[src/rtl/dmem_pkg.sv]
// Shared MemOp encodings, arbiter state type and access-decoding helpers
// for the data-memory arbiter.
package dmem_pkg;

    localparam logic [2:0] OP_LB  = 3'b000;
    localparam logic [2:0] OP_LH  = 3'b001;
    localparam logic [2:0] OP_LW  = 3'b010;
    localparam logic [2:0] OP_SB  = 3'b011;
    localparam logic [2:0] OP_LBU = 3'b100;
    localparam logic [2:0] OP_LHU = 3'b101;
    localparam logic [2:0] OP_SH  = 3'b110;
    localparam logic [2:0] OP_SW  = 3'b111;

    typedef enum logic {ST_IDLE, ST_LOCKED} arb_state_t;

    function automatic logic is_load_op(input logic [2:0] op);
        return (op == OP_LB) || (op == OP_LH) || (op == OP_LW) ||
               (op == OP_LBU) || (op == OP_LHU);
    endfunction

    function automatic logic is_store_op(input logic [2:0] op);
        return (op == OP_SB) || (op == OP_SH) || (op == OP_SW);
    endfunction

    function automatic logic [2:0] op_size_bytes(input logic [2:0] op);
        case (op)
            OP_LB, OP_LBU, OP_SB: return 3'd1;
            OP_LH, OP_LHU, OP_SH: return 3'd2;
            default:              return 3'd4;
        endcase
    endfunction

    function automatic logic is_misaligned(input logic [2:0] op, input logic [1:0] addr_lo);
        case (op_size_bytes(op))
            3'd2:    return addr_lo[0];
            3'd4:    return addr_lo != 2'b00;
            default: return 1'b0;
        endcase
    endfunction

endpackage

[src/rtl/dmem_arbiter_if.sv]
// Requester, response and memory-side signals of the data-memory arbiter.
// slave = arbiter side; master = requesters plus the memory's read data.
interface dmem_arbiter_if #(
    parameter int unsigned NUM_REQ = 2
);
    logic [NUM_REQ-1:0]       req_valid;
    logic [NUM_REQ-1:0]       req_ready;
    logic [NUM_REQ-1:0]       req_write;
    logic [NUM_REQ-1:0]       req_lock;
    logic [NUM_REQ-1:0][2:0]  req_op;
    logic [NUM_REQ-1:0][31:0] req_addr;
    logic [NUM_REQ-1:0][31:0] req_wdata;
    logic [NUM_REQ-1:0]       rsp_valid;
    logic                     rsp_err;
    logic [31:0]              rsp_rdata;
    logic                     mem_read;
    logic                     mem_write;
    logic [2:0]               mem_op;
    logic [31:0]              mem_addr;
    logic [31:0]              mem_wdata;
    logic [31:0]              mem_rdata;

    modport slave (
        input  req_valid, req_write, req_lock, req_op, req_addr, req_wdata, mem_rdata,
        output req_ready, rsp_valid, rsp_err, rsp_rdata,
        output mem_read, mem_write, mem_op, mem_addr, mem_wdata
    );

    modport master (
        output req_valid, req_write, req_lock, req_op, req_addr, req_wdata, mem_rdata,
        input  req_ready, rsp_valid, rsp_err, rsp_rdata,
        input  mem_read, mem_write, mem_op, mem_addr, mem_wdata
    );
endinterface

[src/rtl/dmem_arbiter_rr_picker.sv]
// Combinational round-robin picker: first set request scanning upward from
// ptr_i, wrapping modulo N.
module rr_picker #(
    parameter  int unsigned N    = 2,
    localparam int unsigned IdxW = $clog2(N)
) (
    input  logic [N-1:0]    req_i,
    input  logic [IdxW-1:0] ptr_i,
    output logic [N-1:0]    grant_o,
    output logic [IdxW-1:0] idx_o,
    output logic            valid_o
);
    always_comb begin
        int unsigned j;
        j       = 0;
        grant_o = '0;
        idx_o   = '0;
        valid_o = 1'b0;
        for (int unsigned k = 0; k < N; k++) begin
            j = (32'(ptr_i) + k) % N;
            if (!valid_o && req_i[j]) begin
                valid_o    = 1'b1;
                grant_o[j] = 1'b1;
                idx_o      = IdxW'(j);
            end
        end
    end
endmodule

[src/rtl/dmem_arbiter.sv]
// Round-robin arbiter sharing one data memory among NUM_REQ requesters, with
// access checking, locked sequences and a one-cycle registered response.
module dmem_arbiter
    import dmem_pkg::*;
#(
    parameter int unsigned NUM_REQ    = 2,
    parameter int unsigned ADDR_WIDTH = 10
) (
    input  logic          clk,
    input  logic          reset,
    dmem_arbiter_if.slave bus
);
    localparam int unsigned IdxW = $clog2(NUM_REQ);

    arb_state_t         state_q, state_d;
    logic [IdxW-1:0]    owner_q, owner_d;
    logic [IdxW-1:0]    rr_ptr_q, rr_ptr_d;
    logic [NUM_REQ-1:0] rsp_valid_q, rsp_valid_d;
    logic               rsp_err_q, rsp_err_d;
    logic [31:0]        rsp_rdata_q, rsp_rdata_d;

    logic [NUM_REQ-1:0] cand, gnt;
    logic [IdxW-1:0]    gnt_idx;
    logic               gnt_any;

    // While locked, only the owner is visible to the picker.
    always_comb begin
        cand = '0;
        for (int unsigned i = 0; i < NUM_REQ; i++) begin
            cand[i] = bus.req_valid[i] && ((state_q == ST_IDLE) || (owner_q == IdxW'(i)));
        end
    end

    rr_picker #(.N(NUM_REQ)) u_picker (
        .req_i   (cand),
        .ptr_i   (rr_ptr_q),
        .grant_o (gnt),
        .idx_o   (gnt_idx),
        .valid_o (gnt_any)
    );

    logic        sel_write, sel_lock, acc_err;
    logic [2:0]  sel_op;
    logic [31:0] sel_addr, sel_wdata;
    logic [32:0] last_byte;

    always_comb begin
        sel_write = bus.req_write[gnt_idx];
        sel_lock  = bus.req_lock[gnt_idx];
        sel_op    = bus.req_op[gnt_idx];
        sel_addr  = bus.req_addr[gnt_idx];
        sel_wdata = bus.req_wdata[gnt_idx];
        // 33 bits so an access running past 2^32 is still caught.
        last_byte = {1'b0, sel_addr} + 33'(op_size_bytes(sel_op)) - 33'd1;
        acc_err   = is_misaligned(sel_op, sel_addr[1:0]) ||
                    ((last_byte >> ADDR_WIDTH) != 33'd0) ||
                    (sel_write ? !is_store_op(sel_op) : !is_load_op(sel_op));
    end

    always_comb begin
        bus.mem_read  = 1'b0;
        bus.mem_write = 1'b0;
        bus.mem_op    = '0;
        bus.mem_addr  = '0;
        bus.mem_wdata = '0;
        if (gnt_any && !acc_err) begin
            bus.mem_read  = !sel_write;
            bus.mem_write = sel_write;
            bus.mem_op    = sel_op;
            bus.mem_addr  = sel_addr;
            bus.mem_wdata = sel_wdata;
        end
    end

    always_comb begin
        state_d     = state_q;
        owner_d     = owner_q;
        rr_ptr_d    = rr_ptr_q;
        rsp_valid_d = '0;
        rsp_err_d   = 1'b0;
        rsp_rdata_d = '0;
        if (gnt_any) begin
            rsp_valid_d = gnt;
            rsp_err_d   = acc_err;
            rsp_rdata_d = (!acc_err && !sel_write) ? bus.mem_rdata : 32'd0;
            rr_ptr_d    = (32'(gnt_idx) == NUM_REQ - 1) ? '0 : gnt_idx + 1'b1;
            unique case (state_q)
                ST_IDLE: begin
                    if (sel_lock) begin
                        state_d = ST_LOCKED;
                        owner_d = gnt_idx;
                    end
                end
                ST_LOCKED: begin
                    if (!sel_lock) state_d = ST_IDLE;
                end
                default: state_d = ST_IDLE;
            endcase
        end
    end

    always_ff @(posedge clk or posedge reset) begin
        if (reset) begin
            state_q     <= ST_IDLE;
            owner_q     <= '0;
            rr_ptr_q    <= '0;
            rsp_valid_q <= '0;
            rsp_err_q   <= 1'b0;
            rsp_rdata_q <= '0;
        end else begin
            state_q     <= state_d;
            owner_q     <= owner_d;
            rr_ptr_q    <= rr_ptr_d;
            rsp_valid_q <= rsp_valid_d;
            rsp_err_q   <= rsp_err_d;
            rsp_rdata_q <= rsp_rdata_d;
        end
    end

    assign bus.req_ready = gnt;
    assign bus.rsp_valid = rsp_valid_q;
    assign bus.rsp_err   = rsp_err_q;
    assign bus.rsp_rdata = rsp_rdata_q;

    // A waiting request must be held unchanged until it is accepted.
    for (genvar i = 0; i < NUM_REQ; i++) begin : g_req_rules
        a_req_hold: assert property (@(posedge clk) disable iff (reset)
            (bus.req_valid[i] && !bus.req_ready[i]) |=>
                (bus.req_valid[i] && $stable(bus.req_write[i]) && $stable(bus.req_lock[i]) &&
                 $stable(bus.req_op[i]) && $stable(bus.req_addr[i]) &&
                 $stable(bus.req_wdata[i])));
    end
endmodule

[src/flat_wrapper.sv]
// flat-port wrapper written by rule: the top's interface ports become plain ports
module dmem_arbiter_flat import dmem_pkg::*;
#(
    parameter int unsigned NUM_REQ    = 2,
    parameter int unsigned ADDR_WIDTH = 10
)
  (clk, reset, bus_req_valid, bus_req_write, bus_req_lock, bus_req_op, bus_req_addr, bus_req_wdata, bus_mem_rdata, bus_req_ready, bus_rsp_valid, bus_rsp_err, bus_rsp_rdata, bus_mem_read, bus_mem_write, bus_mem_op, bus_mem_addr, bus_mem_wdata);
  dmem_arbiter_if #(.NUM_REQ(NUM_REQ)) bus_i ();
  input  logic clk;
  input  logic reset;
  input wire logic [$bits(bus_i.req_valid)-1:0] bus_req_valid;
  input wire logic [$bits(bus_i.req_write)-1:0] bus_req_write;
  input wire logic [$bits(bus_i.req_lock)-1:0] bus_req_lock;
  input wire logic [$bits(bus_i.req_op)-1:0] bus_req_op;
  input wire logic [$bits(bus_i.req_addr)-1:0] bus_req_addr;
  input wire logic [$bits(bus_i.req_wdata)-1:0] bus_req_wdata;
  input wire logic [$bits(bus_i.mem_rdata)-1:0] bus_mem_rdata;
  output wire logic [$bits(bus_i.req_ready)-1:0] bus_req_ready;
  output wire logic [$bits(bus_i.rsp_valid)-1:0] bus_rsp_valid;
  output wire logic [$bits(bus_i.rsp_err)-1:0] bus_rsp_err;
  output wire logic [$bits(bus_i.rsp_rdata)-1:0] bus_rsp_rdata;
  output wire logic [$bits(bus_i.mem_read)-1:0] bus_mem_read;
  output wire logic [$bits(bus_i.mem_write)-1:0] bus_mem_write;
  output wire logic [$bits(bus_i.mem_op)-1:0] bus_mem_op;
  output wire logic [$bits(bus_i.mem_addr)-1:0] bus_mem_addr;
  output wire logic [$bits(bus_i.mem_wdata)-1:0] bus_mem_wdata;
  assign bus_i.req_valid = bus_req_valid;
  assign bus_i.req_write = bus_req_write;
  assign bus_i.req_lock = bus_req_lock;
  assign bus_i.req_op = bus_req_op;
  assign bus_i.req_addr = bus_req_addr;
  assign bus_i.req_wdata = bus_req_wdata;
  assign bus_i.mem_rdata = bus_mem_rdata;
  assign bus_req_ready = bus_i.req_ready;
  assign bus_rsp_valid = bus_i.rsp_valid;
  assign bus_rsp_err = bus_i.rsp_err;
  assign bus_rsp_rdata = bus_i.rsp_rdata;
  assign bus_mem_read = bus_i.mem_read;
  assign bus_mem_write = bus_i.mem_write;
  assign bus_mem_op = bus_i.mem_op;
  assign bus_mem_addr = bus_i.mem_addr;
  assign bus_mem_wdata = bus_i.mem_wdata;
  dmem_arbiter #(.NUM_REQ(NUM_REQ), .ADDR_WIDTH(ADDR_WIDTH)) u_core (.clk(clk), .reset(reset), .bus(bus_i));
endmodule
[config.mk]
export PLATFORM = sky130hd
export DESIGN_NAME = dmem_arbiter_flat
export DESIGN_NICKNAME = d
export VERILOG_FILES = /design/src/rtl/dmem_pkg.sv /design/src/rtl/dmem_arbiter_if.sv /design/src/rtl/dmem_arbiter_rr_picker.sv /design/src/rtl/dmem_arbiter.sv /design/src/flat_wrapper.sv
export SDC_FILE = /design/constraint.sdc
export NUM_CORES = 1
export LEC_CHECK = 0
export CORE_MARGIN = 1
export CORE_UTILIZATION = 34
export DETAILED_ROUTE_END_ITERATION = 8
export PLACE_DENSITY = 0.73
export SYNTH_ARGS = -nofsm -noshare
export SYNTH_HDL_FRONTEND = slang
export SYNTH_SLANG_ARGS = --single-unit
[constraint.sdc]
create_clock -name clk -period 14.5 [get_ports clk]
set_input_delay 2.175 -clock clk [delete_from_list [all_inputs] [get_ports clk]]
set_output_delay 2.175 -clock clk [all_outputs]
set_load 0.05 [all_outputs]
== Word-level counts from Yosys, hierarchy flattened ==
Index checks and enable logic that the tools add are counted.

* Logic and storage cells: 93
* Output and inout bits: 106
* Flip-flop bits (word level): 38

* Eq/ne operators: 9
* Add/sub/neg operators: 4
* Bitwise logic cells: 3
* Multiplexer cells: 38
* Magnitude comparators: 5
* Reduce and logical (&&, ||, !) cells: 28

{| class="wikitable"
|+ Operator list
! operator !! count
|-
| $mux 32 || 8
|-
| $add 32x3->33 || 1
|-
| $reduce_bool 33->1 || 1
|-
| $sub 33x1->33 const B || 1
|-
| $mux 1 || 20
|-
| $eq 3x3->1 const B || 5
|-
| $logic_or 1x1->1 || 10
|-
| $eq 3x2->1 const B || 3
|-
| $mux 3 || 3
|-
| $logic_and 1x1->1 || 7
|-
| $lt 1x2->1 const B || 3
|-
| $mux 2 || 3
|-
| $pmux 3 s2 || 1
|-
| $reduce_or 3->1 || 2
|-
| $logic_not 1->1 || 5
|-
| $eq 3x1->1 const B || 1
|-
| $logic_not 3->1 || 1
|-
| $reduce_and 3->1 || 1
|-
| $add 1x1->1 const B || 2
|-
| $demux 1 s1 || 2
|-
| $ge 1x1->1 const B || 2
|-
| $not 1->1 || 2
|-
| $or 2x2->2 || 1
|-
| $pmux 1 s2 || 1
|-
| $reduce_bool 2->1 || 1
|}

== Depth between registers and ports, before layout ==
* Depth after elaboration: 23
* Gate-level depth with buffers: 21
* Mapped depth without buffers: 17

== By module ==
A second synthesis with hierarchy kept.

* Cells, all modules: 642
* Area total of the unflattened synthesis: 5195.0 um^2

{| class="wikitable"
|+ By module, submodules not included
! module !! seq. area each (um^2) !! area an instance (um^2) !! cells each !! times used
|-
| dmem_arbiter || 950.9 || 5162.5 || 637 || 1
|-
| rr_picker || 0.0 || 32.5 || 5 || 1
|}

== Worst setup path after synthesis ==
No wires, ideal clock.

* Kind: input to output
* Start: in bus_req_valid[0]
* End: out bus_mem_addr[0]
* Path buffers: 4
* Data arrival time: 7.816 ns
* Cell stages on the path: 21
* Data required time: 12.325 ns
* Setup slack: 4.509 ns
* Cell sequence: inv_2 o311ai_4 clkbuf_1 buf_1 inv_1 a31oi_1 ha_1 inv_1 ha_1 a211o_1 a211oi_1 nor3_1 a2111o_1 a311oi_2 o41ai_1 and3_1 nor4_1 nand4_1 buf_2 buf_2 nor3_1

* Longest elaborated chain between the ends: 20
* Elaborated cells on any way between the ends: 49
* Those cells by class: add/sub (2); eq/ne (9); mux (18); reduce/logical (20)

{| class="wikitable"
|+ Ends and longest elaborated chain
! element !! RTL line !! source
|-
| start: declaration || flat_wrapper.sv:11 || <nowiki>input wire logic [$bits(bus_i.req_valid)-1:0] bus_req_valid;</nowiki>
|-
| $logic_and 1x1->1 (*) || dmem_arbiter.sv:30 || <nowiki>cand[i] = bus.req_valid[i] && ((state_q == ST_IDLE) || (owner_q == IdxW'(i)));</nowiki>
|-
| $mux 1 (not written as such) (2 in a row) || dmem_arbiter_rr_picker.sv:21 || <nowiki>if (!valid_o && req_i[j]) begin</nowiki>
|-
| $mux 1 || dmem_arbiter_rr_picker.sv:21 ||
|-
| $logic_not 1->1 || dmem_arbiter_rr_picker.sv:21 ||
|-
| $logic_and 1x1->1 || dmem_arbiter_rr_picker.sv:21 ||
|-
| $mux 1 || dmem_arbiter_rr_picker.sv:21 ||
|-
| $mux 3 (not written as such) (2 in a row) || dmem_arbiter.sv:50 || <nowiki>sel_op = bus.req_op[gnt_idx];</nowiki>
|-
| $eq 3x3->1, or another cell as far along || dmem_pkg.sv:18, dmem_pkg.sv:26 ||
|-
| [2 not listed] || n/a ||
|-
| $add 32x3->33 or $logic_or 1x1->1 (tied branches) || dmem_arbiter.sv:54, dmem_pkg.sv:17 ||
|-
| $sub 33x1->33 or $logic_or 1x1->1 (tied branches) || dmem_arbiter.sv:54, dmem_pkg.sv:18 ||
|-
| $reduce_bool 33->1 or $logic_not 1->1 (tied branches) || dmem_arbiter.sv:56, dmem_arbiter.sv:57 ||
|-
| $logic_or 1x1->1 or $mux 1 (tied branches) || dmem_arbiter.sv:55, dmem_arbiter.sv:57 ||
|-
| $logic_or 1x1->1 || dmem_arbiter.sv:56 || <nowiki>((last_byte >> ADDR_WIDTH) != 33'd0) ||</nowiki>
|-
| $logic_not 1->1 || dmem_arbiter.sv:66 || <nowiki>if (gnt_any && !acc_err) begin</nowiki>
|-
| $logic_and 1x1->1 || dmem_arbiter.sv:66 ||
|-
| $mux 32 (*) || dmem_arbiter.sv:66 ||
|-
| end: declaration || flat_wrapper.sv:25 || <nowiki>output wire logic [$bits(bus_i.mem_addr)-1:0] bus_mem_addr;</nowiki>
|}

Mark *: on every way between the ends. The rest lies on a longest branch, timed or not. The select of a mux whose other input is x is not followed.

== Worst setup path in the final report ==
* Start: in bus_req_valid[0]
* End: out bus_mem_op[0]

* Longest elaborated chain between the ends: 20
* Elaborated cells on any way between the ends: 49
* Those cells by class: add/sub (2); eq/ne (9); mux (18); reduce/logical (20)

{| class="wikitable"
|+ Ends and longest elaborated chain
! element !! RTL line !! source
|-
| $logic_and 1x1->1 (*) || dmem_arbiter.sv:30 ||
|-
| $mux 1 (not written as such) (2 in a row) || dmem_arbiter_rr_picker.sv:21 ||
|-
| $mux 1 || dmem_arbiter_rr_picker.sv:21 ||
|-
| $logic_not 1->1 || dmem_arbiter_rr_picker.sv:21 ||
|-
| $logic_and 1x1->1 || dmem_arbiter_rr_picker.sv:21 ||
|-
| $mux 1 || dmem_arbiter_rr_picker.sv:21 ||
|-
| $mux 3 (not written as such) (2 in a row) || dmem_arbiter.sv:50 ||
|-
| $eq 3x3->1, or another cell as far along || dmem_pkg.sv:18, dmem_pkg.sv:26 ||
|-
| [2 not listed] || n/a ||
|-
| $add 32x3->33 or $logic_or 1x1->1 (tied branches) || dmem_arbiter.sv:54, dmem_pkg.sv:17 ||
|-
| $sub 33x1->33 or $logic_or 1x1->1 (tied branches) || dmem_arbiter.sv:54, dmem_pkg.sv:18 ||
|-
| $reduce_bool 33->1 or $logic_not 1->1 (tied branches) || dmem_arbiter.sv:56, dmem_arbiter.sv:57 ||
|-
| $logic_or 1x1->1 or $mux 1 (tied branches) || dmem_arbiter.sv:55, dmem_arbiter.sv:57 ||
|-
| $logic_or 1x1->1 || dmem_arbiter.sv:56 ||
|-
| $logic_not 1->1 || dmem_arbiter.sv:66 ||
|-
| $logic_and 1x1->1 || dmem_arbiter.sv:66 ||
|-
| $mux 3 (*) || dmem_arbiter.sv:66 ||
|-
| end: declaration || flat_wrapper.sv:24 || <nowiki>output wire logic [$bits(bus_i.mem_op)-1:0] bus_mem_op;</nowiki>
|}

Marked as above.

==> metrics.txt <==
post-synth cell types 50; Tot Pwr 968.0 uW; final setup skew 3.892 ps; Synth top area share 20.95%; cell area after layout 7635 um2; Critical Path Start Type input port; Final Setup Violations 0; layout cells sized above 1 2.794%; post-CTS sizing 0; worst vdd ir 90.93 uV; CTS tree yes; antenna-violating nets left 0; CTS H-tree lvls 2; initial antenna violation count 0; crit-path cells clkdlybuf4s50_1 -> inv_2 -> o311ai_4 -> buf_4 -> inv_1 -> a31oi_1 -> ha_1 -> inv_1 -> ha_1 -> a211o_1 -> a211oi_1 -> nor3_1 -> a2111o_1 -> a311oi_2 -> o41ai_1 -> and3_1 -> nor4_1 -> nand4_1 -> buf_4 -> nor3_1 -> clkdlybuf4s50_1; leak pwr 0.003304 uW; Area after DPL 7441 um2; DR vias/cell 5.309; status completed; Slowest cell on crit path clkdlybuf4s50_1; setup TNS 0 ps; final WL 17600 um; Worst setup EP type primary output; fin crit share 73.38%; Reg area 950.9 um2; min-delay worst type reg -> reg; total grt overflow 0; vias in the first global route 5244; RePlAce Congestion 0.9403; RSZ-0062 raised after global routing no; Syn. warnings 0; worst slew pin tran 1047 ps; Most used DFF post-synth dfrtp_1; synth top area cells dfrtp_1 (21%), mux2i_1 (16%), nor3_1 (12%); clock sink count 38; die width 117.5 um; critical path required time 12320 ps; Ant. Diodes 0; Ports 280; Initial Util 35.39%; Synth Register Bits 38; critical path type in -> out; asr flop ratio synth 100.0%; CTS buffer count 5; fin crit period 10640 ps; Total GRT Usage 24.87%; fill count 1155; CTS Buffer Depth 2; DR DRC count 0; Syn Area/Cell 7.452 um2; Root Buffer clkbuf_16; area leader, netlist dfrtp_1; HPWL Detailed 13780 um; Initial DRT Pass Iterations 5; synthesized instance count 609; Post-synth EDFFs 0; Slew Viols, Final 0; Worst-Skew Late Latency 280 ps; Max-slew headroom 30.22%; die area 13810 um2; post-synthesis sequential area ratio 20.95%; Fmax achieved 93.99 MHz; first-pass GRT wire length 28010 um; power density cells 126.8 nW/um2; Post-CTS Hold Fix Bufs 0; area of the multi-input gates 3302 um2; Crit path largest cell delay 890 ps; via count 5474; Worst Path Max Fanout 101; Hold Vio Cnt, Final 0; clk slew on worst S/H paths 60 ps; Die H 117.5 um; standard-cell rows 41; total core area 12820 um2; port buffer count 279; post-synthesis cell area 4538 um2; Worst EP arrival 8460 ps; largest net degree at the start of global routing 102; Iteration-0 DRC Markers 340; MaxCap Viol Count 0; setup bufs post-CTS 0; NumNets Final 1064; wire per inst 17.07 um; Layout Area Growth over Synthesis 68.24%; net count after synthesis 815; tightest hold margin 546.3 ps
placed cells by master (no fill, tap or decap), types with 6 or more instances in the layout:
cell and n:
nor2_1 27, o211ai_1 8, a21oi_1 38, xor2_1 8, o21a_1 6, o21ai_0 18, xnor2_1 12, nand2_1 71
nor3_1 107, a21o_1 7, clkdlybuf4s50_1 279, and3_1 6, nand4_1 10, dfrtp_1 38, buf_4 6, nand3_1 9
ha_1 32, inv_1 35, mux2i_1 72
cell type report:
class / instances / share of cell area, %
clock buffers: 5 / 1.639
flip-flops and latches: 38 / 12.45
inverters: 36 / 1.770
clock inverters: 3 / 0.9013
repair buffers: 285 / 37.17
multi-input cells: 492 / 43.25
well taps: 172 / 2.819
per-stage QoR:
stage	utilization (%)	setup WS, ps	instances
final	59.53	3860	1031
after global routing	59.53	3449	1031
after CTS	59.53	3896	1031
after detailed placement	58.02	3919	1023
after global placement	58.02	4042	1023
after floorplan	-	4509	609
critical path, delay by kind of cell:
kind,cells,cell delay [ps]
buffers and inverters,7,2760
AOI/OAI and AO/OA,7,1980
and+or+nand+nor,5,1020
adders and majority gates,2,450
power by group:
part	switching, uW	leakage [uW]	internal (uW)
combinational	438	0.00269	269
sequential	7.02	0.000519	113
clock	42.0	0.0000940	98.8
Yosys cell counts (2+ instances only):
cell type	n
xor2_1	8
nor4_1	5
a211oi_1	3
nand2b_1	3
clkbuf_1	28
mux2_2	2
mux2i_1	73
buf_2	7
a21oi_1	38
o21bai_1	2
a221oi_1	3
and3_1	6
nand3_1	9
nand2_1	71
or2_2	3
ha_1	32
o21ai_0	18
nor2_1	27
o211ai_1	8
and3b_1	3
o221ai_1	2
nor3_1	107
xnor2_1	13
a31oi_1	5
nor2b_1	3
inv_1	35
o31a_1	2
buf_1	8
o21a_1	6
o311a_1	2
a21o_1	7
nand4_1	10
o31ai_1	5
dfrtp_1	38
nor4b_1	2
path summary, 6_finish.rpt:
| kind | startpoint | endpoint | cells after the start | slack (ps) |
|---|---|---|---|---|
| setup / recovery | bus_req_valid[0] | bus_mem_op[0] | 21 | 3860 |
| hold / removal | u_core.owner_q$_DFFE_PP0P_ | u_core.owner_q$_DFFE_PP0P_ | 1 | 550 |
| setup reg to reg | u_core.owner_q$_DFFE_PP0P_ | u_core.bus.rsp_rdata[3]$_DFF_PP0_ | 19 | 8980 |
| hold reg to reg | u_core.owner_q$_DFFE_PP0P_ | u_core.owner_q$_DFFE_PP0P_ | 1 | 550 |
| max in group asynchronous | reset | u_core.rr_ptr_q$_DFFE_PP0P_ | 3 | 11830 |
| min in group asynchronous | reset | u_core.bus.rsp_rdata[21]$_DFF_PP0_ | 3 | 2330 |
per-layer routing:
| metal | share of wire [%] | global-route usage (%) |
|---|---|---|
| met5 | 0 | 0 |
| met4 | 2.3 | 7.612 |
| met3 | 5.8 | 3.198 |
| met2 | 49 | 44.30 |
| met1 | 43 | 31.03 |
flip-flops by register name, indices dropped and copies added, names as in the netlist:
signal,count
u_core.bus.rsp_valid,2
u_core.owner_q,1
u_core.rr_ptr_q,1
u_core.bus.rsp_err,1
u_core.bus.rsp_rdata,32
u_core.state_q,1
kinds of logic after synthesis:
family | after synthesis | synth area share [%]
xor gates and xnor gates | 21 | 4.053
muxes | 75 | 16.60
AOI/OAI and AO/OA | 112 | 16.38
adders and majority gates | 32 | 8.823
buffers and inverters | 79 | 6.727
and+or+nand+nor | 252 | 26.47
DFF | 38 | 20.95
No activity file was read; power rests on OpenSTA's default activity.
